$ cat src/rtl/pep_ldg_gram_wr.sv
// GLWE load reception: writes one body per load command into the GRAM slice addressed by cmd pid.
// Optional macro PEP_LDG_GRAM_WR_COEF_CHECK_EN flags coefficients >= MOD_Q; pid is cmd[PID_W-1:0].
module pep_ldg_gram_wr #(
    parameter int unsigned        COEF_PER_WORD   = 8,
    parameter int unsigned        MOD_Q_W         = 32,
    parameter int unsigned        WORD_PER_BODY   = 64,
    parameter int unsigned        PID_W           = 6,
    parameter int unsigned        GRAM_ADD_W      = 12,
    parameter int unsigned        LOAD_GLWE_CMD_W = 32,
    parameter logic [MOD_Q_W-1:0] MOD_Q           = '1
) (
    input  logic                             clk,
    input  logic                             s_rst_n,
    input  logic [LOAD_GLWE_CMD_W-1:0]       cmd,
    input  logic                             cmd_vld,
    output logic                             cmd_rdy,
    output logic                             cmd_done,
    input  logic [COEF_PER_WORD*MOD_Q_W-1:0] data,
    input  logic                             data_vld,
    output logic                             data_rdy,
    output logic                             gram_wr_en,
    output logic [GRAM_ADD_W-1:0]            gram_wr_add,
    output logic [COEF_PER_WORD*MOD_Q_W-1:0] gram_wr_data,
    input  logic                             gram_wr_gnt,
    output logic                             error
);

    localparam int unsigned DW         = COEF_PER_WORD * MOD_Q_W;
    localparam int unsigned CNT_W      = $clog2(WORD_PER_BODY);
    localparam int unsigned IDLE_CNT_W = $clog2(WORD_PER_BODY + 1);
    localparam logic [CNT_W-1:0]      LAST_CNT = CNT_W'(WORD_PER_BODY - 1);
    localparam logic [IDLE_CNT_W-1:0] IDLE_MAX = IDLE_CNT_W'(WORD_PER_BODY);

    typedef enum logic [1:0] {IDLE, LOAD, FLUSH, DONE} state_e;

    state_e                  state;
    state_e                  state_n;
    logic [GRAM_ADD_W-1:0]   base;
    logic [CNT_W-1:0]        word_cnt;
    logic [IDLE_CNT_W-1:0]   idle_cnt;
    logic                    s1_vld;
    logic [GRAM_ADD_W-1:0]   s1_add;
    logic [DW-1:0]           s1_data;
    logic                    data_acc;
    logic                    s1_commit;
    logic                    stream_err;
    logic                    coef_err;

    logic unused_cmd;
    assign unused_cmd = ^cmd[LOAD_GLWE_CMD_W-1:PID_W];

    assign data_acc  = data_vld && data_rdy;
    assign s1_commit = s1_vld && gram_wr_gnt;

    always_ff @(posedge clk or negedge s_rst_n) begin
        if (!s_rst_n) state <= IDLE;
        else          state <= state_n;
    end

    always_comb begin
        state_n = state;
        case (state)
            IDLE:    if (cmd_vld && cmd_rdy) state_n = LOAD;
            LOAD:    if (data_acc && word_cnt == LAST_CNT) state_n = FLUSH;
            FLUSH:   if (s1_commit) state_n = DONE;
            DONE:    state_n = IDLE;
            default: state_n = IDLE;
        endcase
    end

    always_comb begin
        data_rdy     = (state == LOAD) && (!s1_vld || gram_wr_gnt);
        cmd_done     = (state == DONE);
        gram_wr_en   = s1_vld;
        gram_wr_add  = s1_add;
        gram_wr_data = s1_data;
    end

    // cmd_rdy is registered so it stays low while reset is held
    always_ff @(posedge clk or negedge s_rst_n) begin
        if (!s_rst_n) begin
            cmd_rdy  <= 1'b0;
            base     <= '0;
            word_cnt <= '0;
            s1_vld   <= 1'b0;
            s1_add   <= '0;
            s1_data  <= '0;
        end else begin
            cmd_rdy <= (state_n == IDLE);
            if (state == IDLE && cmd_vld && cmd_rdy)
                base <= GRAM_ADD_W'(cmd[PID_W-1:0]) * GRAM_ADD_W'(WORD_PER_BODY);
            if (data_acc) begin
                s1_vld   <= 1'b1;
                s1_add   <= base + GRAM_ADD_W'(word_cnt);
                s1_data  <= data;
                word_cnt <= (word_cnt == LAST_CNT) ? '0 : word_cnt + CNT_W'(1);
            end else if (s1_commit) begin
                s1_vld <= 1'b0;
            end
        end
    end

    assign stream_err = (state == IDLE) && data_vld && (idle_cnt == IDLE_MAX);

`ifdef PEP_LDG_GRAM_WR_COEF_CHECK_EN
    logic coef_ovf;
    always_comb begin
        coef_ovf = 1'b0;
        for (int unsigned i = 0; i < COEF_PER_WORD; i++)
            if (data[i*MOD_Q_W +: MOD_Q_W] >= MOD_Q) coef_ovf = 1'b1;
    end
    assign coef_err = data_acc && coef_ovf;
`else
    logic unused_mod_q;
    assign unused_mod_q = ^MOD_Q;
    assign coef_err     = 1'b0;
`endif

    always_ff @(posedge clk or negedge s_rst_n) begin
        if (!s_rst_n) begin
            idle_cnt <= '0;
            error    <= 1'b0;
        end else begin
            if (state == IDLE && data_vld) begin
                if (idle_cnt != IDLE_MAX) idle_cnt <= idle_cnt + IDLE_CNT_W'(1);
            end else begin
                idle_cnt <= '0;
            end
            if (stream_err || coef_err) error <= 1'b1;
        end
    end

endmodule

$ cat config.mk
export PLATFORM = sky130hd
export DESIGN_NAME = pep_ldg_gram_wr
export DESIGN_NICKNAME = d
export VERILOG_FILES = /design/src/rtl/pep_ldg_gram_wr.sv
export SDC_FILE = /design/constraint.sdc
export NUM_CORES = 1
export LEC_CHECK = 0
export BUFFER_PORTS_ARGS = -buffer_cell sky130_fd_sc_hd__clkbuf_2
export CORE_AREA = 5 5 216 218
export DETAILED_ROUTE_END_ITERATION = 7
export DIE_AREA = 0 0 221 223
export SETUP_SLACK_MARGIN = 0.3
export SYNTH_ARGS = -nofsm -noshare
export SYNTH_HDL_FRONTEND = slang
export SYNTH_SLANG_ARGS = --single-unit
$ cat constraint.sdc
create_clock -name clk -period 2 [get_ports clk]
set_input_delay 0.1 -clock clk [delete_from_list [all_inputs] [get_ports clk]]
set_output_delay 0.1 -clock clk [all_outputs]
set_load 0.02 [all_outputs]
==> run metrics, run 1 <==
top cells by count, synth nand2_1 (815), dfrtp_1 (292), buf_2 (34); setup tns final 0 ps; clk root buf clkbuf_16; share of layout cells above drive strength 1 30.8%; DR WL/cell 15.1 um; status complete, no violations; minimum clock period 1610 ps; dpl cells 2,336; max_cap viols 0; Syn Std Cell Area roughly 0.011 mm^2; cells after synthesis between 1,000 and 1,500; maximum vdd ir drop 0.736 mV; crit-path cells and2b_4 > and3_4 > buf_12 > buf_4 > nand2_1 > nand2_1; setup ws final roughly 390 ps; worst slew pin tran 464 ps; crit path kind reg2reg; DP Worst Slack 337 ps; CP Capture Type flip-flop; crit start category flip-flop; worst path bufs/invs 2; crit path DAT 2080 ps; final worst-path cycle share 80.7%; nets 2,344; grt total ovfl 0; H-Tree Level Count 2; Layout Cells excl Fill 2,673; DR vias/cell roughly 4.2; Final ANT Viol Nets 0; r2r endpoint gram_wr_data[143]$_DFFE_PN0P_; CTS buffer count 34; count leader, synth nand2_1; worst skew pair latency 520 ps; Top cell by count, worst path nand2_1; HPWL after DPL 26,500 um; Yosys top cell area share about 65%; CP max stage delay approximately 400 ps; gr busiest metal met2; WP data required 2460 ps; Slowest-stage cell, CP dfrtp_1; chip height 223 um; gr usage total 15.5%; area grow syn2layout 65.5%; cell taking the most area after synthesis dfrtp_1; cell leakage power 10.3 nW; Post-synth EDFFs 0; die area 0.0493 mm^2; reg2reg start state[1]$_DFF_PN0_; GP Congestion 0.910; PortBufs 539; Achievable Freq 0.620 GHz; Synth warnings 0; DR vias 11,200; initial antenna violation count 2; Post-synth ARST share 100%; fin area 0.0185 mm^2; Slew HR between 60 and 70%; Clock Skew 9.38 ps; Cell variety after synth 34; vias in the first global route 12,000; Synth Register Bits 292; final core utilization 41.5%; CTS Buffer Depth 3; met3 track demand over resource approximately 5%; GR Layer Usage met2 a little over a quarter; Pins Over Slew Limit 0; number of DRC markers in iteration 0 approximately 520; cell row count a little under 80; largest net degree at the start of global routing 79; Hold Vio Cnt, Final 0; Final setup viols 0; met1 Usage GRT 17.3%; crit path max fanout 18; syn nets 1,524; CTS tree done; Area contributors post-synth dfrtp_1 (65%), nand2_1 (27%), buf_2 (1.5%), buf_6 (0.90%), buf_4 (0.74%); DR DRC count 0; CP delay by family, top simple AND/OR/NAND/NOR gates; Initial Util between 20 and 30%; CTS Sinks 292; HP Class in2async; Clock Pin Slew Worst Setup and Hold Paths 60 ps; pwr dens between 1000 and 1500 mW/mm^2; DR pass1 iterations 5; Synth Flop Type dfrtp_1; R2R setup slack 390 ps; Seq/Total Area, Yosys 65.2%; die width 221 um; RSZ-0062 raised after global routing false; Syn Area/Cell between 9 and 10 um^2; reg2reg path depth 6; Boundary Pins roughly 570; first-pass GRT wire length 62,900 um; placed cell area roughly 0.015 mm^2; Core Area ~0.045 mm^2; final wirelength 40,400 um
==> per-stage QoR <==
stage | hold WS, ps | total power, W
2_1_floorplan | -196 | 0.0159
3_3_place_gp | 11.0 | 0.0200
3_5_place_dp | 19.9 | 0.0203
4_1_cts | 37.7 | 0.0269
5_1_grt | 77.1 | 0.0285
6_report | 68.3 | 0.0268
==> worst max-delay path by stage <==
| stage | startpoint | endpoint | slack (ps) | depth (start not counted) |
|---|---|---|---|---|
| floorplan | state[1]$_DFF_PN0_ | word_cnt[4]$_DFFE_PN0P_ | 560 | 6 |
| global placement | state[1]$_DFF_PN0_ | gram_wr_add[3]$_DFFE_PN0P_ | 360 | 6 |
| detailed placement | state[1]$_DFF_PN0_ | gram_wr_data[32]$_DFFE_PN0P_ | 340 | 6 |
| CTS | state[1]$_DFF_PN0_ | data_rdy | 310 | 3 |
| global route | state[1]$_DFF_PN0_ | data_rdy | 310 | 3 |
| finish | state[1]$_DFF_PN0_ | gram_wr_data[143]$_DFFE_PN0P_ | 390 | 6 |
==> placed cells by master, fill, tap and decap left out, drive strengths merged, types with 2 or more instances in the layout <==
master and instances:
inv 2, nor2 7, diode 4, buf 41, clkbuf 593, o21ai 2
ha 3, nand3 11, nand2 815, dlygate4sd3 265, and3 3, dfrtp 292
and2 2, xnor2 4, xor2 4, mux2 6, o21bai 2
==> flip-flops by register name (all words and copies together) (netlist names) <==
signal	cells
word_cnt	6
state	2
error	1
gram_wr_en	1
gram_wr_data	256
cmd_rdy	1
base	6
gram_wr_add	12
idle_cnt	7
==> cells by family after synthesis <==
kind of cell    share of synthesized area (%)
simple gates                             29.0
flops                                    65.2
buf+inv                                  3.61
compound gates                          0.469
xor+xnor                                0.693
mux                                     0.693
fa+ha+maj                               0.335
==> final cells by class <==
cell class	instances	area [um^2]
Sequential cell	292	7310
Inverter	2	7.51
Fill cell	4254	26200
Clock buffer	54	1040
Timing Repair Buffer	845	5870
Multi-Input combinational cell	873	3500
Antenna cell	4	10.0
Clock inverter	3	42.5
Tap cell	600	751
==> power breakdown <==
group | switching, W | total (W) | internal, W
Combinational | 0.00721 | 0.0109 | 0.00371
Sequential | 0.00148 | 0.00989 | 0.00841
Clock | 0.00235 | 0.00602 | 0.00367
Total | 0.0110 | 0.0268 | 0.0158
==> routing by layer <==
layer	vias up	routed length (um)
met1	5263	15500
met3	116	2990
met2	477	20100
li1	5374	-
met4	0	1770
met5	-	0
==> repair_timing <==
action                                  in CTS  in global routing
resized for setup                            0                  4
hold endpoints to repair                   557                  0
buffers inserted                             0                  9
hold buffers                               265                  0
endpoints found under the setup margin       0                 78
No activity file was read; power rests on OpenSTA's default activity.
==> run 2, diff against run 1 <==
==> constraint.sdc (replaced) <==
create_clock -name clk -period 1.4 [get_ports clk]
set_input_delay 0.07 -clock clk [delete_from_list [all_inputs] [get_ports clk]]
set_output_delay 0.07 -clock clk [all_outputs]
set_load 0.02 [all_outputs]
==> run 2 against run 1 <==
- the run now ends with negative setup slack left
- sequential power rose by 45%
- maximum frequency rose by 3.1%
- cell area rose by 7.3%
- non-clock buffer count rose by 65
- clock skew rose by 4.4 ps
- sequential share of layout area fell by 2.7 points
- global-route usage rose by 0.60 points
- via count rose by 4.0%
- largest cell class unchanged
- largest power group unchanged
- highest routed layer unchanged
==> run metrics, run 2 (synthesis gave the netlist of run 1 again) <==
status complete, but fails checks; failing checks negative setup slack; vias in the first global route 12,300; CTS buffer count 34; Final setup viols 282; Final ANT Viol Nets 0; CTS Buffer Depth 3; crit start category flip-flop; commonest non-fill, non-tap cell in the layout nand2_1; crit-path cells and2b_4 > nand3_4 > buf_12 > buf_8 > buf_12 > nand2_1 > nand2_1; Slowest-stage cell, CP dfrtp_1; r2r endpoint gram_wr_data[186]$_DFFE_PN0P_; CTS tree done; share of layout cells above drive strength 1 37.4%; reg2reg path depth 7; CP max stage delay 380 ps; GP Congestion 0.912; path length in cells of the critical path 7; chip height 223 um; reg2reg start state[1]$_DFF_PN0_; crit path kind reg2reg; R2R setup slack -170 ps; gr usage total 16.1%; CP delay by family, top simple AND/OR/NAND/NOR gates; CTS Sinks 292; first-pass GRT wire length 65,400 um; Hold Vio Cnt, Final 0; die width 221 um; DR WL/cell roughly 16 um; crit path DAT around 2000 ps; largest net degree at the start of global routing 47; most frequent cells in the layout nand2_1 (733), clkbuf_2 (536), dfrtp_1 (291); Clock Skew 13.8 ps; DR pass1 iterations 5; Worst Setup SP state[1]$_DFF_PN0_; end of the critical path gram_wr_data[186]$_DFFE_PN0P_; Slew HR 73.5%; Layout Cells excl Fill 2,737; final wirelength 43,700 um; number of DRC markers in iteration 0 680; maximum vdd ir drop around 1.3 mV; max_cap viols 0; DR DRC count 0; crit path max fanout 9; cell leakage power about 11 nW; Core Area between 0.04 and 0.05 mm^2; DP Worst Slack -179 ps; worst slew pin tran around 400 ps; DR vias/cell approximately 4.3; dpl cells 2,384; pwr dens 2060 mW/mm^2; cell row count 78; worst skew pair latency 520 ps; setup ws final -165 ps; Boundary Pins 566; nets 2,409; H-Tree Level Count 2; ant diodes 0; initial antenna violation count 0; clk root buf clkbuf_16; grt total ovfl 0; RSZ-0062 raised after global routing true; DR vias 11,700; max FFs per register 256; CP Capture Type flip-flop; area grow syn2layout 77.5%; WP data required about 1800 ps; Initial Util 25.1%; die area 0.0493 mm^2; minimum clock period 1570 ps; HP Class in2async; HPWL after DPL 27,800 um; PortBufs 539; final worst-path cycle share 112%; Pins Over Slew Limit 0; Clock Pin Slew Worst Setup and Hold Paths 60 ps; worst path bufs/invs 3; Achievable Freq 0.639 GHz
run 2: cell count changes in the layout (fill, tap and decap cells not counted), sizes merged:
| cell | before | now |
|---|---|---|
| diode | 4 | 0 |
| clkinv | 1 | 11 |
| buf | 41 | 100 |
| clkbuf | 593 | 592 |
| bufinv | 1 | 2 |
| clkinvlp | 1 | 0 |
run 2: what timing repair did:
action                                 in CTS  in global routing
buffers inserted                            3                 11
resized for setup                          43                113
cloned                                      3                 11
setup endpoints to repair                 565                565
pin swaps                                  34                 47
hold buffers                              265                  0
endpoints found under the hold margin     562                  0
run 2: how the worst min path moves through the flow:
stage | to | depth (start not counted)
final | gram_wr_data[3]$_DFFE_PN0P_ | 2
after global routing | gram_wr_data[70]$_DFFE_PN0P_ | 2
after CTS | cmd_rdy$_DFF_PN0_ | 4
after detailed placement | gram_wr_data[62]$_DFFE_PN0P_ | 1
after global placement | gram_wr_data[62]$_DFFE_PN0P_ | 1
after floorplan | base[10]$_DFFE_PN0P_ | 0
run 2: report_power, final:
part,switching (W),internal (W)
clock,0.00348,0.00529
combinational,0.0111,0.00681
sequential,0.00230,0.0120
total,0.0169,0.0241
run 2: area by class of cell:
class / instances / area (um^2)
timing repair buffer: 910 / 6850
sequential: 292 / 7310
clock inverter: 13 / 119
tap: 600 / 751
inverter: 2 / 7.51
multi-input combinational: 873 / 3850
fill: 4095 / 24800
clock buffer: 47 / 983
run 2: per-layer routing:
metal | vias to the layer above | GRT usage (%) | part of all wire (%)
li1 | 5502 | - | -
met1 | 5523 | 18.0 | 38
met2 | 526 | 28.0 | 50
met3 | 131 | 5.00 | 7.1
met4 | 0 | 7.44 | 4.5
met5 | - | 0 | 0
run 2: stage by stage:
stage | TNS [ps] | cell area (um^2) | utilization [%] | power [W] | hold WS (ps)
floorplan | 0 | 11200 | - | 0.0229 | -226
global placement | -8860 | 15100 | 33.9 | 0.0294 | 10.6
detailed placement | -16700 | 15100 | 33.9 | 0.0297 | 12.1
CTS | -23490 | 19200 | 42.9 | 0.0398 | 21.8
global route | -41480 | 19900 | 44.5 | 0.0434 | 79.8
finish | -25600 | 19900 | 44.5 | 0.0410 | 76.9
==> run 3, diff against run 2 <==
--- a/config.mk
+++ b/config.mk
@@ -9,7 +9,9 @@
 export CORE_AREA = 5 5 216 218
 export DETAILED_ROUTE_END_ITERATION = 7
 export DIE_AREA = 0 0 221 223
+export PLACE_DENSITY_LB_ADDON = 0.05
 export SETUP_SLACK_MARGIN = 0.3
+export SKIP_CTS_REPAIR_TIMING = 1
 export SYNTH_ARGS = -nofsm -noshare
 export SYNTH_HDL_FRONTEND = slang
 export SYNTH_SLANG_ARGS = --single-unit
==> run 3 against run 2 <==
- the flow finishes with violations (negative hold slack, negative setup slack)
- global-route usage increased by 0.20 points
- register-to-register slack improved by 60 ps
- setup slack improved by 65 ps
- power increased by 0.55%
- core utilization decreased by 0.095 points
- critical path depth decreased by 4
- sequential cell count unchanged
- maximum frequency increased by 4.3%
- final cell count decreased by 0.33%
- wire length increased by 5.2%
- sequential power about the same
- critical path type is now reg2out
- largest power group unchanged
==> run metrics, run 3 (synthesis gave the netlist of run 1 again) <==
H-Tree Level Count 2; R2R setup slack -100 ps; Hold Vio Cnt, Final 1; reg2reg path depth 6; HPWL after DPL 31,500 um; Final setup viols 255; pwr dens 2080 mW/mm^2; Hold Path Origin data_vld; hold path depth 4; Boundary Pins about 570; nets 2,401; status complete, but fails checks; chip height 223 um; clk root buf clkbuf_16; HP Class in2reg; GP Congestion 0.780; initial antenna violation count 1; final worst-path cycle share 107%; grt total ovfl 0; reg2reg start state[1]$_DFF_PN0_; share of layout cells above drive strength 1 35.3%; CTS Sinks about 290; area grow syn2layout 77.1%; DR WL/cell around 17 um; vias in the first global route between 10,000 and 15,000; final wirelength 46,000 um; WP data required 1330 ps; die area 0.0493 mm^2; PortBufs 539; Core Area roughly 0.045 mm^2; DR DRC count 0; cell leakage power 10.9 nW; CP Capture Type output port; max_cap viols 0; CTS buffer count 36; die width 221 um; Clock Skew 10.6 ps; Pins Over Slew Limit 0; DR vias/cell about 4.1; worst skew pair latency 530 ps; r2r endpoint gram_wr_data[96]$_DFFE_PN0P_; DR pass1 iterations 5; Min Hold Slack -3.04 ps; Achievable Freq 0.666 GHz; crit path kind reg2out; largest net degree at the start of global routing slightly below 80; failing checks negative hold slack, negative setup slack; Clock Pin Slew Worst Setup and Hold Paths 60 ps; maximum vdd ir drop 1.11 mV; Initial Util between 20% and 30%; worst slew pin tran 535 ps; first-pass GRT wire length 63,100 um; number of DRC markers in iteration 0 480; final core utilization between 40 and 50%; sink of the worst hold path state[1]$_DFF_PN0_; Slew HR 64.3%; crit start category flip-flop; CTS tree done; setup ws final -101 ps; crit path max fanout 4; max FFs per register 256; commonest non-fill, non-tap cell in the layout nand2_1; CTS Buffer Depth 3; cell row count just under 80; gr usage total between 10% and 20%; crit path DAT 1430 ps; DR vias 11,100; minimum clock period 1500 ps; RSZ-0062 raised after global routing true; fillers between 4,000 and 5,000; most frequent cells in the layout nand2_1 (780), clkbuf_2 (501), dfrtp_1 (290); Final ANT Viol Nets 0
[run 3: cell types whose count changed in the layout (fill, tap and decap cells not counted), moves of 5 or more]
cell      delta
nand2_1     +47
nand2_2     -39
buf_6       +38
clkbuf_2    -35
nand2_4      -8
buf_8        -7
buf_12       -6
mux2_2       +6
mux2_4       -6
clkinv_2     -5
nand3_1      -5
nand3_2      +5
[run 3: area by class of cell]
type	instances	area (um^2)	area share, %
Clock buffer	54	1050	5.29
Tap cell	600	751	3.79
Multi-Input combinational cell	873	3740	18.9
Antenna cell	1	2.50	0.0126
Timing Repair Buffer	900	6920	34.9
Sequential cell	292	7310	36.9
Inverter	2	7.51	0.0379
Clock inverter	6	55.1	0.278
[run 3: metrics by stage]
stage	std cells	TNS (ps)	total power (W)	setup WS [ps]	area, um^2
finish	2728	-12730	0.0412	-101	19800
global route	2728	-33860	0.0439	-183	19800
CTS	2421	-17980	0.0389	-255	16100
detailed placement	2361	-11070	0.0297	-85.9	15000
global placement	2361	-8810	0.0297	-68.4	15000
floorplan	1228	0	0.0229	13.9	11200
[run 3: per-layer routing]
metal  vias to the layer above  GRT usage (%)  wire length [um]
met4                         0           4.52               905
li1                       5487              -                 -
met3                        65           6.95              3540
met1                      5183           20.2             19400
met5                         -              0                 0
met2                       372           26.1             22100
[run 3: how the worst max path moves through the flow]
stage	start	endpoint	cells past startpoint
5_1_grt	state[1]$_DFF_PN0_	gram_wr_data[72]$_DFFE_PN0P_	6
4_1_cts	gram_wr_en$_DFFE_PN0P_	data_rdy	4
2_1_floorplan	state[1]$_DFF_PN0_	word_cnt[4]$_DFFE_PN0P_	6
3_3_place_gp	state[1]$_DFF_PN0_	gram_wr_data[134]$_DFFE_PN0P_	6
3_5_place_dp	state[1]$_DFF_PN0_	gram_wr_data[32]$_DFFE_PN0P_	5
6_report	state[1]$_DFF_PN0_	data_rdy	3
[run 3: where the power goes]
part / total, W / leakage [nW] / internal (W) / switching [W]
Clock: 0.00892 / 0.546 / 0.00533 / 0.00359
Sequential: 0.0141 / 3.60 / 0.0120 / 0.00212
Combinational: 0.0181 / 6.73 / 0.00702 / 0.0111
[run 3: worst max-delay path, cell delays in order, from the launching register on]
cell	delay [ps]
dfrtp_1	370
and2b_4	280
and2_4	140
buf_6	110
